[src/rtl/mc_control.sv]
// -----------------------------------------------------------------------------
// mc_control
// Multi-cycle controller for the MIPS-subset CPU. Each instruction is
// sequenced through FETCH/DECODE/EXEC/MEM/WB. The controller waits on memory
// handshakes and holds in a stall state while the fixed-latency multiply unit
// runs.
//
// Parameters
//   MEM_HS  : 1 = FETCH/MEM wait for mem_ready, 0 = single-cycle memory
//   HAS_MDU : 1 = mult/mflo are legal, 0 = both decode as illegal
//   MDU_LAT : cycles spent in the MDU state for mult (>= 1)
//
// Ports
//   clk, rst_n        : clock (rising edge), asynchronous active-low reset
//   opcode, funct     : IR[31:26], IR[5:0]; valid from DECODE onward
//   zero              : ALU equality result, used by beq in EXEC
//   mem_ready         : memory completes the current request this cycle
//   mem_req, ir_we,
//   pc_we, mdu_start  : memory request, IR load, PC write, MDU launch
//   EXT_op, ALU_op,
//   ALU_src           : immediate-extension, ALU operation, ALU B source
//   PC_op             : next-PC select
//   DM_WE, GRF_WE     : data memory / register file write enables
//   GRF_addr, GRF_data: register file destination / write-data selects
//   state             : current FSM state code
//   illegal           : sticky flag, set by any undecodable instruction
// -----------------------------------------------------------------------------
module mc_control #(
    parameter bit MEM_HS  = 1'b1,
    parameter bit HAS_MDU = 1'b1,
    parameter int MDU_LAT = 5
) (
    input  logic       clk,
    input  logic       rst_n,
    input  logic [5:0] opcode,
    input  logic [5:0] funct,
    input  logic       zero,
    input  logic       mem_ready,
    output logic       mem_req,
    output logic       ir_we,
    output logic       pc_we,
    output logic       mdu_start,
    output logic [1:0] EXT_op,
    output logic [1:0] ALU_op,
    output logic [1:0] PC_op,
    output logic       DM_WE,
    output logic       GRF_WE,
    output logic [1:0] GRF_addr,
    output logic [1:0] GRF_data,
    output logic       ALU_src,
    output logic [2:0] state,
    output logic       illegal
);

    localparam int CW = $clog2(MDU_LAT + 1);

    typedef enum logic [2:0] {
        S_FETCH  = 3'b000,
        S_DECODE = 3'b001,
        S_EXEC   = 3'b010,
        S_MEM    = 3'b011,
        S_WB     = 3'b100,
        S_MDU    = 3'b101
    } state_e;

    typedef enum logic [3:0] {
        I_ADD, I_SUB, I_JR, I_MULT, I_MFLO, I_NOP,
        I_ORI, I_LW, I_SW, I_BEQ, I_LUI, I_JAL, I_ILL
    } instr_e;

    state_e        state_q, state_d;
    logic [CW-1:0] cnt_q, cnt_d;
    logic          illegal_q, illegal_d;

    instr_e     instr_s;
    logic       mem_done_s;
    logic       mem_req_s, ir_we_s, pc_we_s, mdu_start_s, dm_we_s, grf_we_s;
    logic       alu_src_s;
    logic [1:0] ext_op_s, alu_op_s, pc_op_s, grf_addr_s, grf_data_s;

    // Instruction decode from the IR fields.
    always_comb begin
        instr_s = I_ILL;
        if (opcode == 6'b000000) begin
            case (funct)
                6'b100000: instr_s = I_ADD;
                6'b100010: instr_s = I_SUB;
                6'b001000: instr_s = I_JR;
                6'b011000: instr_s = HAS_MDU ? I_MULT : I_ILL;
                6'b010010: instr_s = HAS_MDU ? I_MFLO : I_ILL;
                6'b000000: instr_s = I_NOP;
                default:   instr_s = I_ILL;
            endcase
        end else begin
            case (opcode)
                6'b001101: instr_s = I_ORI;
                6'b100011: instr_s = I_LW;
                6'b101011: instr_s = I_SW;
                6'b000100: instr_s = I_BEQ;
                6'b001111: instr_s = I_LUI;
                6'b000011: instr_s = I_JAL;
                default:   instr_s = I_ILL;
            endcase
        end
    end

    // With MEM_HS=0 the memory always completes in one cycle.
    assign mem_done_s = MEM_HS ? mem_ready : 1'b1;

    // Next-state logic and per-state control outputs.
    always_comb begin
        state_d     = state_q;
        cnt_d       = cnt_q;
        illegal_d   = illegal_q;
        mem_req_s   = 1'b0;
        ir_we_s     = 1'b0;
        pc_we_s     = 1'b0;
        mdu_start_s = 1'b0;
        dm_we_s     = 1'b0;
        grf_we_s    = 1'b0;
        pc_op_s     = 2'b00;
        grf_addr_s  = 2'b00;
        grf_data_s  = 2'b00;
        alu_src_s   = 1'b0;
        ext_op_s    = 2'b00;
        alu_op_s    = 2'b00;

        // ALU selects are held through EXEC, MEM and WB.
        if (state_q == S_EXEC || state_q == S_MEM || state_q == S_WB) begin
            case (instr_s)
                I_SUB:      alu_op_s = 2'b01;
                I_BEQ:      alu_op_s = 2'b01;
                I_ORI:      begin alu_src_s = 1'b1; alu_op_s = 2'b10; end
                I_LW, I_SW: begin alu_src_s = 1'b1; ext_op_s = 2'b01; end
                I_LUI:      begin alu_src_s = 1'b1; ext_op_s = 2'b10; alu_op_s = 2'b10; end
                default:    alu_op_s = 2'b00;
            endcase
        end else begin
            alu_op_s = 2'b00;
        end

        case (state_q)
            S_FETCH: begin
                mem_req_s = 1'b1;
                if (mem_done_s) begin
                    ir_we_s = 1'b1;
                    state_d = S_DECODE;
                end else begin
                    state_d = S_FETCH;
                end
            end
            S_DECODE: begin
                case (instr_s)
                    I_JAL: begin
                        grf_we_s   = 1'b1;
                        grf_addr_s = 2'b10;
                        grf_data_s = 2'b10;
                        pc_we_s    = 1'b1;
                        pc_op_s    = 2'b10;
                        state_d    = S_FETCH;
                    end
                    I_JR: begin
                        pc_we_s = 1'b1;
                        pc_op_s = 2'b11;
                        state_d = S_FETCH;
                    end
                    I_NOP: begin
                        pc_we_s = 1'b1;
                        state_d = S_FETCH;
                    end
                    I_MULT: begin
                        mdu_start_s = 1'b1;
                        cnt_d       = CW'(MDU_LAT - 1);
                        state_d     = S_MDU;
                    end
                    I_MFLO:  state_d = S_WB;
                    I_ILL: begin
                        illegal_d = 1'b1;
                        pc_we_s   = 1'b1;
                        state_d   = S_FETCH;
                    end
                    default: state_d = S_EXEC;
                endcase
            end
            S_EXEC: begin
                if (instr_s == I_BEQ) begin
                    pc_we_s = 1'b1;
                    pc_op_s = zero ? 2'b01 : 2'b00;
                    state_d = S_FETCH;
                end else if (instr_s == I_LW || instr_s == I_SW) begin
                    state_d = S_MEM;
                end else begin
                    state_d = S_WB;
                end
            end
            S_MEM: begin
                mem_req_s = 1'b1;
                if (instr_s == I_SW) begin
                    dm_we_s = mem_done_s;
                    pc_we_s = mem_done_s;
                    state_d = mem_done_s ? S_FETCH : S_MEM;
                end else begin
                    state_d = mem_done_s ? S_WB : S_MEM;
                end
            end
            S_WB: begin
                grf_we_s = 1'b1;
                pc_we_s  = 1'b1;
                state_d  = S_FETCH;
                case (instr_s)
                    I_ADD, I_SUB: grf_addr_s = 2'b01;
                    I_LW:         grf_data_s = 2'b01;
                    I_MFLO:       begin grf_addr_s = 2'b01; grf_data_s = 2'b11; end
                    default:      grf_addr_s = 2'b00;
                endcase
            end
            S_MDU: begin
                if (cnt_q == {CW{1'b0}}) begin
                    pc_we_s = 1'b1;
                    state_d = S_FETCH;
                end else begin
                    cnt_d = cnt_q - CW'(1);
                end
            end
            default: state_d = S_FETCH;
        endcase
    end

    // State, MDU counter and sticky illegal flag.
    always_ff @(posedge clk or negedge rst_n) begin
        if (!rst_n) begin
            state_q   <= S_FETCH;
            cnt_q     <= {CW{1'b0}};
            illegal_q <= 1'b0;
        end else begin
            state_q   <= state_d;
            cnt_q     <= cnt_d;
            illegal_q <= illegal_d;
        end
    end

    // Strobes must react to mem_ready within the cycle, so they are decoded
    // from the state register; they are forced low while reset is asserted.
    assign mem_req   = mem_req_s & rst_n;
    assign ir_we     = ir_we_s & rst_n;
    assign pc_we     = pc_we_s & rst_n;
    assign mdu_start = mdu_start_s & rst_n;
    assign DM_WE     = dm_we_s & rst_n;
    assign GRF_WE    = grf_we_s & rst_n;
    assign PC_op     = pc_op_s;
    assign GRF_addr  = grf_addr_s;
    assign GRF_data  = grf_data_s;
    assign ALU_src   = alu_src_s;
    assign EXT_op    = ext_op_s;
    assign ALU_op    = alu_op_s;
    assign state     = state_q;
    assign illegal   = illegal_q;

endmodule
[config.mk]
export PLATFORM = sky130hd
export DESIGN_NAME = mc_control
export DESIGN_NICKNAME = d
export VERILOG_FILES = /design/src/rtl/mc_control.sv
export SDC_FILE = /design/constraint.sdc
export NUM_CORES = 1
export LEC_CHECK = 0
export CAP_MARGIN = 20
export CORE_AREA = 2 2 62 50
export CTS_CLUSTER_SIZE = 28
export DETAILED_ROUTE_END_ITERATION = 10
export DIE_AREA = 0 0 64 52
export PLACE_DENSITY = 0.73
export SLEW_MARGIN = 20
export SYNTH_ARGS = -nofsm -noshare
export SYNTH_HDL_FRONTEND = slang
export SYNTH_SLANG_ARGS = --single-unit
[constraint.sdc]
create_clock -name clk -period 1.9 [get_ports clk]
set_input_delay 0.19 -clock clk [delete_from_list [all_inputs] [get_ports clk]]
set_output_delay 0.19 -clock clk [all_outputs]
set_load 0.01 [all_outputs]
==> flow_results.org, run 1 <==
** Run status
- The flow ran to the end, but the final reports show violations.
- The checks that failed: setup timing.

** Floorplan
- The floorplan step defined a core boundary enclosing roughly 0.0027 mm^2.
- 37 I/O pins were placed.
- Measured along the x axis, the die boundary spans approximately 64 um.
- Die Area :: between 0.003 and 0.004 mm^2
- The floorplan step set the die height to about 52 um.
- Site Rows :: 17
- Starting utilization of the core area :: 37.9%

** Place
- Including well taps, the total number of placed cells is 270.
- Placer congestion estimate :: approximately 0.92
- HPWL Detailed :: 3.11 mm
- Pre-CTS WS :: -1.03 ns
- The count of buffers added on input and output ports is 36.
- In this run the cell area measured after placement is around 0.0019 mm^2.

** Logic synthesis
- Ranked by total cell area, the synthesized netlist is headed by sky130_fd_sc_hd__dfrtp_1 (17%), sky130_fd_sc_hd__nor2_1 (6.1%), sky130_fd_sc_hd__nand2_1 (5.4%).
- Sequential share of the synthesized area :: 16.8%
- Most used DFF post-synth :: sky130_fd_sc_hd__dfrtp_1
- The Yosys step of the flow raised 0 warnings.
- After technology mapping, the gate count stands at ~150.
- After synthesis the cells add up to roughly 0.0010 mm^2.
- The top cell type by area accounts for ~17% of the synthesized area.
- Yosys top cell by area :: sky130_fd_sc_hd__dfrtp_1
- Library cells used by synthesis :: 49
- After synthesis, the share of flip-flops with an asynchronous set or reset is 100%.
- Post-Syn Nets :: around 170
- Number of enable-type register cells in the synthesized netlist :: 0
- After synthesis, the mean cell area works out to 7.18 um^2.
- The synthesized design contains 7 register bits.

** Timing
- Measured slew at the worst slew-check pin :: 0.337 ns
- Fin crit share :: 126%
- The final hold violation count is 0.
- Static timing analysis puts the maximum clock frequency at 418 MHz.
- Number of failing setup endpoints in the final timing report :: 13
- Setup repair after global routing missed its margin :: true
- Setup TNS after final layout :: -2.77 ns
- Post-Route Skew :: 0.00309 ns
- Max-slew violation total from the final report :: 0
- Final critical delay including setup and external delays :: approximately 2.4 ns
- Max_slew headroom :: 77.6%
- Hold WS :: ~0.39 ns
- After layout, the worst setup slack is -0.491 ns.

** Layout
- Leaving out fill and tap cells, the most frequent cells in the layout are sky130_fd_sc_hd__buf_4 (69), sky130_fd_sc_hd__buf_6 (15), sky130_fd_sc_hd__nand2_1 (11), sky130_fd_sc_hd__buf_2 (11), sky130_fd_sc_hd__inv_1 (9).
- Post-synthesis to final-layout area growth :: 121%
- Fraction of final layout cells sized beyond drive strength 1 :: between 60% and 70%
- Most common cell after layout, fill and taps aside :: sky130_fd_sc_hd__buf_4
- Total area of multi-input combinational cells :: approximately 0.0010 mm^2
- The finished layout holds 297 standard cells, fillers aside.
- After the last flow step, the layout net total stands at 280.
- With fillers left out, the area of the finished cells amounts to 0.00230 mm^2.
- Registers take between 150 and 200 um^2.
- Antenna fix cells :: 0
- The filler cells instantiated in the layout total between 100 and 150.
- Measured on the finished design, the core utilization comes to between 80% and 90%.

** Route
- Post-detailed-routing wire length :: roughly 6.1 mm
- Drc violations :: 0
- Dividing the detail-routed wire length by the instance count gives around 21 um.
- The first routing iteration left ~170 violations.
- Number of vias in the routed layout :: about 1800
- Antenna viol nets, final :: 0
- Before antenna repair, the detailed router went through 5 iterations.
- Routed vias/inst :: 6.20

** Clock tree
- CTS built an H-tree with a depth of 1.
- CTS saw 7 sinks.
- TritonCTS built the clock tree.
- Clock tree synthesis selected as its root buffer the cell sky130_fd_sc_hd__clkbuf_4.
- Clock Path Buffers :: 2
- Clock Latency Late Sink :: around 0.25 ns
- The number of clock buffers added by TritonCTS is 3.
- Clk pin slew, worst setup/hold paths :: 0.05 ns

** GRT
- The first global-routing pass estimated between 8 and 9 mm of wire.
- The via count of the first global-routing pass came to 1746.
- Entering global routing, the biggest net connects 9 pins.
- Initial antenna violation count :: 0
- For this run the aggregate overflow at the end of global routing stands at 0.
- Total global routing track utilization :: between 30% and 40%

** Setup path
- Broken down by cell family, the worst path's largest delay share belongs to compound AO/OA/AOI/OAI gates.
- Register-to-Register Path Depth :: 7
- Cell breakdown of the critical path :: buf_6 > buf_4 > buf_6 > buf_6 > nor4b_4 > nand2_2 > o21ai_0 > a21oi_1 > a21oi_1 > a21boi_1 > buf_2
- For the worst setup path, the data arrival time is 2.20 ns.
- Kind of capture point of the worst setup path :: output port
- Critical path class :: input port to output port
- Kind of start point of the critical path :: input port
- The slowest stage of the critical path is the sky130_fd_sc_hd__a21boi_1 cell.
- In this design, the critical path's most frequently occurring cell is sky130_fd_sc_hd__buf_6.
- In this run the register-to-register setup slack is ~0.16 ns.
- Of all nets on the critical path, the largest fanout is 4.
- Buffer and inverter count on the worst path :: 5
- Launching point of the worst reg2reg path :: state[1]$_DFFE_PN0P_
- For the worst setup path, the data required time is roughly 1.7 ns.
- Instance count on the critical path :: 11
- The endpoint identified for the worst register-to-register timing path is state[2]$_DFFE_PN0P_.
- CP peak stage delay :: 0.29 ns

** Hold path
- The min-delay analysis places its worst path in the category input port to asynchronous set/reset pin.

** Pwr
- The design draws 756 uW.
- The analysis attributes to cell leakage a power of ~1.1 nW.
- Across the VDD grid, the largest voltage drop is around 440 uV.
- Power Dens Cells :: roughly 330 mW/mm^2

** Flow run
- The tool flagged a number of max-cap violations equal to 0.
[how the worst max path moves through the flow]
stage / from / endpoint / slack (ns)
final: opcode[3] / pc_we / -0.49
after global routing: opcode[3] / pc_we / -0.49
after CTS: opcode[2] / EXT_op[1] / -0.30
after detailed placement: opcode[2] / EXT_op[1] / -1.03
after global placement: opcode[2] / EXT_op[1] / -0.95
after floorplan: opcode[2] / EXT_op[1] / -0.03
[cells by family (layout without fill, tap and decap cells)]
kind of cell	Yosys count	count (layout)	synth area share [%]
AOI/OAI and AO/OA	38	38	27.6
buffers and inverters	17	131	7.45
and+or+nand+nor	73	73	38.1
DFF	7	7	16.8
adders and majority gates	4	4	4.81
muxes	1	1	0.962
xor gates and xnor gates	5	5	4.21
[sequential cells by signal, summed over array words and instances (netlist names)]
register	cells
illegal	1
state	3
cnt_q	3
[Yosys cell counts, drive strengths merged (2+ instances only)]
cell type	instances
inv	11
nor4	4
nand3	9
ha	4
o21ai	7
xnor2	2
a31o	2
nand2	15
or3	3
nor3b	2
a21o	3
and4	2
clkbuf	2
nor3	4
xor2	3
nor2	17
buf	4
nand4	4
nand2b	5
a211oi	4
a32o	2
a31oi	2
a21oi	8
dfrtp	7
[what timing repair did]
action                     in CTS  in global routing
hold buffers                    0                  0
setup buffers                  23                  7
setup endpoints to repair      23                 18
pin swaps                      23                 13
gates resized for setup       125                 40
[power by group]
group,internal (mW),switching [mW],leakage (nW),total [mW]
registers,0.157,0.0131,0.0881,0.170
logic,0.223,0.234,0.977,0.456
clock network,0.0798,0.0501,0.0150,0.130
total,0.459,0.297,1.08,0.756
[per-layer routing]
metal / vias up / global-route usage [%] / routed length (um)
met5: - / 0 / 0
met4: 0 / 23.6 / 457
met3: 51 / 4.11 / 588
met2: 160 / 57.3 / 2820
met1: 862 / 35.4 / 2290
li1: 769 / - / -
[final cells by class]
class                           instances  share of cell area [%]
Sequential cell                         7                    7.74
Clock buffer                            4                    1.14
Tap cell                               38                    2.07
Timing Repair Buffer                  116                    41.6
Inverter                               11                    1.80
Multi-Input combinational cell        121                    45.6
(Power assumes the default switching activity.)
==> run 2, diff against run 1 <==
--- a/config.mk
+++ b/config.mk
@@ -6,11 +6,11 @@
 export NUM_CORES = 1
 export LEC_CHECK = 0
 export CAP_MARGIN = 20
-export CORE_AREA = 2 2 62 50
+export CORE_AREA = 2 2 55 57
 export CTS_CLUSTER_SIZE = 28
 export DETAILED_ROUTE_END_ITERATION = 10
-export DIE_AREA = 0 0 64 52
-export PLACE_DENSITY = 0.73
+export DIE_AREA = 0 0 57 59
+export PLACE_DENSITY = 0.72
 export SLEW_MARGIN = 20
 export SYNTH_ARGS = -nofsm -noshare
 export SYNTH_HDL_FRONTEND = slang
==> flow_results.org, run 2 (same netlist as run 1, synthesis figures left out) <==
** Route
- The initial detailed-routing violation count was 135 (-20%).
- TritonRoute pass-1 iters :: 4 (-1)
- The final wirelength came to 5.47 mm (-11%).
- Number of vias in the routed layout :: 1699 (-7.8%)
- Wire length the detailed router placed on met1 :: 2.05 mm (-10%)
- The remaining number of nets flagged by the antenna check after routing is 0 (unchanged).
- The detail-routed via count per cell is 5.84 (-5.9%).
- The routed length per instance was 18.8 um (-9.1%).
- Met2 Routed Length :: 2.90 mm (+2.9%)
- DR WL met3 :: 306 um (-48%)
- In this run the top signal layer used is met4.
- Drc violations :: 0 (unchanged)

** Place
- Pre-CTS WS :: -1.11 ns (-0.0799 ns)
- The number of cells in the design after placement was 264 (-2.2%).
- Number of port buffers :: 36 (unchanged)
- The last weighted congestion value of the routability-driven placer is 0.964 (+4.6%).
- HPWL Detailed :: 3.28 mm (+5.3%)

** Floorplan
- The initial cell density of the core came to 38.4% (+0.47 points).
- The die width is 57 um (-11%).
- The die outline height is 59 um (+13%).
- The total core area was 0.00271 mm^2 (-1.2%).
- The full die area came to 0.00336 mm^2 (+1.1%).
- Site Rows :: 19 (+2)
- Num ports :: 37 (unchanged)

** Clock tree
- The clock buffer count from CTS was 3 (unchanged).
- The number of levels the H-tree was split into is 1 (unchanged).
- The total number of clock tree sinks came to 7 (unchanged).
- Clock Path Buffers :: 2 (unchanged)
- TritonCTS built the clock tree.
- The insertion delay of the later-clocked pin in the worst-skew pair is 0.24 ns (about the same).
- Root Buffer Master :: sky130_fd_sc_hd__clkbuf_4
- Clk pin slew, worst setup/hold paths :: 0.05 ns (about the same)

** Layout
- Top library cells by usage in the layout, fill and taps aside :: sky130_fd_sc_hd__buf_4 (73), sky130_fd_sc_hd__buf_2 (14), sky130_fd_sc_hd__nand2_1 (10), sky130_fd_sc_hd__inv_1 (9), sky130_fd_sc_hd__dlygate4sd2_1 (9)
- Total area of multi-input combinational cells :: 0.00109 mm^2 (+4.4%)
- The diode insertion count for antenna repair was 0 (unchanged).
- Post-Route Utilization :: 85.3% (+1.6 points)
- Final cell count without fillers :: 291 (-2.0%)
- Register cell area after layout :: 176 um^2 (-0.70%)
- From synthesis to final layout, the design area changed by 122%.
- Most common cell after layout, fill and taps aside :: sky130_fd_sc_hd__buf_4
- The final layout net count came to 281 (+0.36%).
- The share of layout cells above drive strength 1 is 61.9% (+1.7 points).
- Fillcell total :: 142 (+1.4%)

** Timing
- Post-Route Skew :: 0.00123 ns (-0.00186 ns)
- Count of final hold-check violations :: 0 (unchanged)
- The maximum clock frequency came to 465 MHz (+11%).
- Setup TNS after final layout :: -1.84 ns (+0.926 ns)
- Max_slew headroom :: 80.3% (+2.7 points)
- Measured slew at the worst slew-check pin :: 0.291 ns (-0.0453 ns)
- The final number of setup-violating endpoints is 13 (unchanged).
- Max-slew violation total from the final report :: 0 (unchanged)
- Fin crit share :: 113% (-13 points)
- Setup repair after global routing could not meet its margin everywhere.
- Final worst slack :: -0.252 ns (+0.239 ns)
- Final critical delay including setup and external delays :: 2.15 ns (-0.239 ns)

** Pwr
- The power density normalized to cell area came to 317 mW/mm^2 (-3.8%).
- Total Power :: 732 uW (-3.2%)
- The maximum vdd drop came to 446 uV (+1.2%).
- Static Leak :: 1.05 nW (-2.8%)

** Setup path
- Critical path class :: input port to output port
- Worst EP arrival :: 1.96 ns (-0.24 ns)
- The cell count of the worst reg-to-reg path was 6 (-1).
- Reg2Reg Capture Point :: cnt_q[1]$_DFFE_PN0P_
- Kind of start point of the critical path :: input port
- The worst register-to-register path begins at state[1]$_DFFE_PN0P_.
- Register-to-Register Setup Slack :: 0.26 ns (+0.10 ns)
- Worst endpoint required time :: 1.71 ns (about the same)
- Worst setup endpoint :: pc_we
- In this run the worst setup path begins at opcode[2].
- The critical-path maximum fanout came to 3 (-1).
- Kind of capture point of the worst setup path :: output port

** Hold path
- Classification of the worst-slack hold path :: input port to asynchronous set/reset pin

** GRT
- Total congestion overflow :: 0 (unchanged)
- The via count of the first global-routing pass was 1670 (-4.4%).
- The overall track demand over capacity in global routing came to 28.5% (-3.6 points).
- Maximum number of pins on one net before global-route repair :: 8 (-1)
- First-pass GRT wire length :: 7.60 mm (-6.4%)
- The number of antenna violations at the first check in global routing was 0 (unchanged).

** Run status
- Outcome :: finished, violations left
- The checks that failed: setup timing.

** Flow run
- Max-cap violations :: 0 (unchanged)
[run 2: final cells by class]
cell class	count	share of cell area [%]
Clock buffer	4	1.14
Inverter	11	1.79
Tap cell	31	1.68
Multi-Input combinational cell	121	47.3
Timing Repair Buffer	117	40.4
Sequential cell	7	7.63
[run 2: worst min-delay path by stage]
| stage | startpoint | end | slack [ns] | cells past startpoint |
|---|---|---|---|---|
| 6_report | rst_n | illegal$_DFFE_PN0P_ | 0.33 | 2 |
| 5_1_grt | rst_n | illegal$_DFFE_PN0P_ | 0.33 | 2 |
| 4_1_cts | rst_n | illegal$_DFFE_PN0P_ | 0.32 | 2 |
| 3_5_place_dp | illegal$_DFFE_PN0P_ | illegal$_DFFE_PN0P_ | 0.47 | 1 |
| 3_3_place_gp | illegal$_DFFE_PN0P_ | illegal$_DFFE_PN0P_ | 0.45 | 1 |
| 2_1_floorplan | rst_n | cnt_q[0]$_DFFE_PN0P_ | -0.11 | 0 |
[run 2: power by group]
| group | total, mW | internal [mW] | switching (mW) |
|---|---|---|---|
| Clock | 0.128 | 0.0797 | 0.0484 |
| Combinational | 0.439 | 0.221 | 0.218 |
| Sequential | 0.165 | 0.156 | 0.00882 |
| Total | 0.732 | 0.457 | 0.275 |
[run 2: timing repair]
item	in CTS	in global routing
endpoints found under the setup margin	23	17
gates resized for setup	131	34
pin swaps	19	17
hold buffers	0	0
buffers inserted	15	8
[run 2: worst max-delay path, stage by stage]
cell and delay (ns):
sky130_fd_sc_hd__buf_12 0.10, sky130_fd_sc_hd__or4_4 0.53, sky130_fd_sc_hd__a21o_1 0.20, sky130_fd_sc_hd__a221oi_4 0.33, sky130_fd_sc_hd__inv_2 0.10, sky130_fd_sc_hd__a211oi_4 0.25
sky130_fd_sc_hd__a21boi_1 0.11, sky130_fd_sc_hd__buf_2 0.15
[run 2: metal layers]
| metal | global-route usage (%) | vias to the layer above |
|---|---|---|
| li1 | - | 776 |
| met1 | 31.7 | 818 |
| met2 | 55.2 | 83 |
| met3 | 2.18 | 22 |
| met4 | 12.6 | 0 |
| met5 | 0 | - |
[run 2: metrics by stage]
| step | hold WS (ns) | cell area, um^2 |
|---|---|---|
| 6_report | 0.332 | 2310 |
| 4_1_cts | 0.324 | 2100 |
| 3_5_place_dp | 0.466 | 1850 |
| 3_3_place_gp | 0.447 | 1850 |
| 2_1_floorplan | -0.106 | 1060 |
| 5_1_grt | 0.327 | 2310 |
==> run 3, diff against run 2 <==
--- a/config.mk
+++ b/config.mk
@@ -10,6 +10,7 @@
 export CTS_CLUSTER_SIZE = 28
 export DETAILED_ROUTE_END_ITERATION = 10
 export DIE_AREA = 0 0 57 59
+export MAX_ROUTING_LAYER = met4
 export PLACE_DENSITY = 0.72
 export SLEW_MARGIN = 20
 export SYNTH_ARGS = -nofsm -noshare
==> flow_results.org, run 3 (same netlist as run 1, synthesis figures left out) <==
** Run status
- Outcome :: finished, violations left
- The checks that failed: setup timing.

** Clock tree
- The number of levels the H-tree was split into was 1 (unchanged).
- The total number of clock tree sinks came to 7 (unchanged).
- The cell sitting at the root of the clock tree is a sky130_fd_sc_hd__clkbuf_4.
- Clock buffers created by TritonCTS :: 3 (unchanged)
- The maximum buffer depth of the clock tree came to 2 (unchanged).
- Number of hold buffers added after cts :: 0 (unchanged)
- The CTS clock-pin slew for the worst setup and hold paths came to 0.05 ns (about the same).
- Clock Latency Late Sink :: 0.25 ns (about the same)
- Clock tree from TritonCTS :: done

** Layout
- The library cell used most frequently in the layout, excluding fill and tap cells, is sky130_fd_sc_hd__buf_4.
- The final layout net count came to 282 (+0.36%).
- Post-synthesis to final-layout area growth :: 120%
- Final cell count without fillers :: 292 (+0.34%)
- Total area of multi-input combinational cells :: 0.00106 mm^2 (-3.3%)
- The final core utilization came to 84.4% (-0.88 points).
- The filler cell count is 149 (+4.9%).
- The combined flip-flop and latch cell area came to 178 um^2 (+0.71%).
- Final instance area :: 0.00229 mm^2 (-1.0%)
- Fraction of final layout cells sized beyond drive strength 1 :: 61.3% (-0.62 points)
- Top library cells by usage in the layout, fill and taps aside :: sky130_fd_sc_hd__buf_4 (73), sky130_fd_sc_hd__buf_6 (12), sky130_fd_sc_hd__buf_2 (11), sky130_fd_sc_hd__nand2_1 (10), sky130_fd_sc_hd__inv_1 (9)
- Antenna fix cells :: 0 (unchanged)

** Floorplan
- Core area :: 0.00271 mm^2 (unchanged)
- The number of rows created at floorplan was 19 (unchanged).
- Num ports :: 37 (unchanged)
- Die height :: 59 um (unchanged)
- Starting utilization of the core area :: 38.4% (unchanged)
- Die width :: 57 um (unchanged)
- Die Area :: 0.00336 mm^2 (unchanged)

** Timing
- Hold WS :: 0.322 ns (-0.00980 ns)
- The maximum clock frequency was 455 MHz (-2.2%).
- Setup repair after global routing missed its margin :: true
- Final critical delay including setup and external delays :: 2.20 ns (+0.0479 ns)
- Post-Route Skew :: 0.00189 ns (+0.000657 ns)
- Measured slew at the worst slew-check pin :: 0.402 ns (+0.110 ns)
- Max-slew violation total from the final report :: 0 (unchanged)
- The portion of the clock cycle consumed by the worst path in the final layout came to 116% (+2.5 points).
- Final worst slack :: -0.300 ns (-0.0479 ns)
- The final hold violation count came to 0 (unchanged).
- Setup TNS after final layout :: -2.53 ns (-0.695 ns)
- Number of failing setup endpoints in the final timing report :: 15 (+2)
- The headroom to the max-slew limit was 73.1% (-7.2 points).

** Route
- Routed len/inst :: 18.3 um (-2.9%)
- The detail-routed via count per cell came to 5.91 (+1.2%).
- The number of detailed-route iterations in the first pass came to 4 (unchanged).
- Antenna viol nets, final :: 0 (unchanged)
- The final wirelength is 5.34 mm (-2.5%).
- The DRC violations left came to 0 (unchanged).
- Number of vias in the routed layout :: 1725 (+1.5%)
- Initial detailed-routing violation count :: 105 (-22%)

** GRT
- The wire length of the first global-routing pass was 7.46 mm (-1.8%).
- Number of global-route vias before repair :: 1715 (+2.7%)
- Met1 track demand over resource in global routing :: 31.0% (-0.67 points)
- Met3 track utilization from global routing :: 2.40% (+0.22 points)
- Total global routing track utilization :: 28.9% (+0.38 points)
- Top Usage Layer GRT :: met2
- Total congestion overflow :: 0 (unchanged)
- The global-route track usage on met2 is 53.4% (-1.8 points).
- Initial antenna violation count :: 0 (unchanged)
- The maximum number of pins on one net before global-route repair is 8 (unchanged).

** Pwr
- Internal power contribution :: 462 uW (+0.99%)
- The switching power of the nets was 280 uW (+1.9%).
- Static Leak :: 1.05 nW (about the same)
- IR drop worst, VDD :: 412 uV (-7.8%)
- Combinational cell fraction of total power :: 59.1% (-0.9 points)
- The post-route total power came to 742 uW (+1.3%).
- The share of power burned in the clock network was 18.0% (+0.5 points).
- Switching share of power :: 37.8% (+0.22 points)
- Power Dens Cells :: 324 mW/mm^2 (+2.4%)
- Sequential power share :: 23.0% (+0.5 points)

** Setup path
- Worst setup endpoint :: ALU_op[0]
- Reg2Reg Capture Point :: state[2]$_DFFE_PN0P_
- Worst endpoint required time :: 1.71 ns (about the same)
- Register-to-Register Setup Slack :: 0.17 ns (-0.09 ns)
- Register-to-Register Path Depth :: 7 (+1)
- Critical path class :: input port to output port
- Timing startpoint of the critical path :: opcode[1]
- The worst setup path is captured at an output port.
- Kind of start point of the critical path :: input port
- Launching point of the worst reg2reg path :: state[1]$_DFFE_PN0P_
- Maximum fanout along the worst path :: 6 (+3)
- Worst EP arrival :: 2.01 ns (+0.05 ns)

** Place
- Placed cell count :: 267 (+1.1%)
- The worst slack at placement is -1.06 ns (+0.0446 ns).
- The number of port buffers came to 36 (unchanged).
- The last weighted congestion value of the routability-driven placer is 0.936 (-3.0%).
- The standard cell area after detailed placement is 0.00187 mm^2 (+1.2%).
- The detailed-placement wirelength estimate is 3.28 mm (about the same).

** Flow run
- Max-cap violations :: 0 (unchanged)

** Hold path
- Classification of the worst-slack hold path :: input port to asynchronous set/reset pin
-- run 3: cell types whose count changed in the layout (fill, tap and decap cells not counted), moves of 2 or more --
cell	delta
sky130_fd_sc_hd__buf_12	-2
sky130_fd_sc_hd__nor3_2	-2
sky130_fd_sc_hd__nor2_2	+2
sky130_fd_sc_hd__buf_2	-3
sky130_fd_sc_hd__buf_6	+5
sky130_fd_sc_hd__nor3_1	+2
-- run 3: timing repair --
action / CTS / global route
resized for setup: 130 / 37
setup buffers: 12 / 11
endpoints found under the setup margin: 23 / 18
gates cloned: 0 / 0
pin swaps: 19 / 15
-- run 3: worst min-delay path by stage --
stage	from	endpoint	slack, ns	cells past startpoint
after global placement	illegal$_DFFE_PN0P_	illegal$_DFFE_PN0P_	0.45	1
after floorplan	rst_n	cnt_q[0]$_DFFE_PN0P_	-0.11	0
final	rst_n	cnt_q[2]$_DFFE_PN0P_	0.32	2
after global routing	rst_n	cnt_q[2]$_DFFE_PN0P_	0.33	2
after detailed placement	illegal$_DFFE_PN0P_	illegal$_DFFE_PN0P_	0.46	1
after CTS	rst_n	cnt_q[2]$_DFFE_PN0P_	0.31	2
-- run 3: cell type report --
class / instances / area share (%)
Timing Repair Buffer: 118 / 41.4
Clock buffer: 4 / 1.15
Multi-Input combinational cell: 121 / 46.2
Tap cell: 31 / 1.70
Sequential cell: 7 / 7.77
Inverter: 11 / 1.81
-- run 3: worst max-delay path: stages --
cell                       delay (ns)
sky130_fd_sc_hd__buf_4           0.15
sky130_fd_sc_hd__or4b_4          0.51
sky130_fd_sc_hd__a211oi_4        0.33
sky130_fd_sc_hd__a211oi_2        0.10
sky130_fd_sc_hd__buf_4           0.18
sky130_fd_sc_hd__buf_6           0.12
sky130_fd_sc_hd__buf_4           0.12
sky130_fd_sc_hd__nor4_2          0.12
sky130_fd_sc_hd__buf_2           0.17
-- run 3: per-layer routing --
layer,vias to the layer above,part of all wire [%]
met5,-,0
met2,83,53
met1,847,39
li1,771,-
met4,0,3.4
met3,24,4.7
-- run 3: power groups by stage --
stage	combinational [mW]	clock (mW)	sequential [mW]
2_1_floorplan	0.136	0	0.169
3_3_place_gp	0.333	0	0.166
3_5_place_dp	0.344	0	0.167
4_1_cts	0.384	0.139	0.169
5_1_grt	0.462	0.139	0.172
6_report	0.438	0.133	0.170
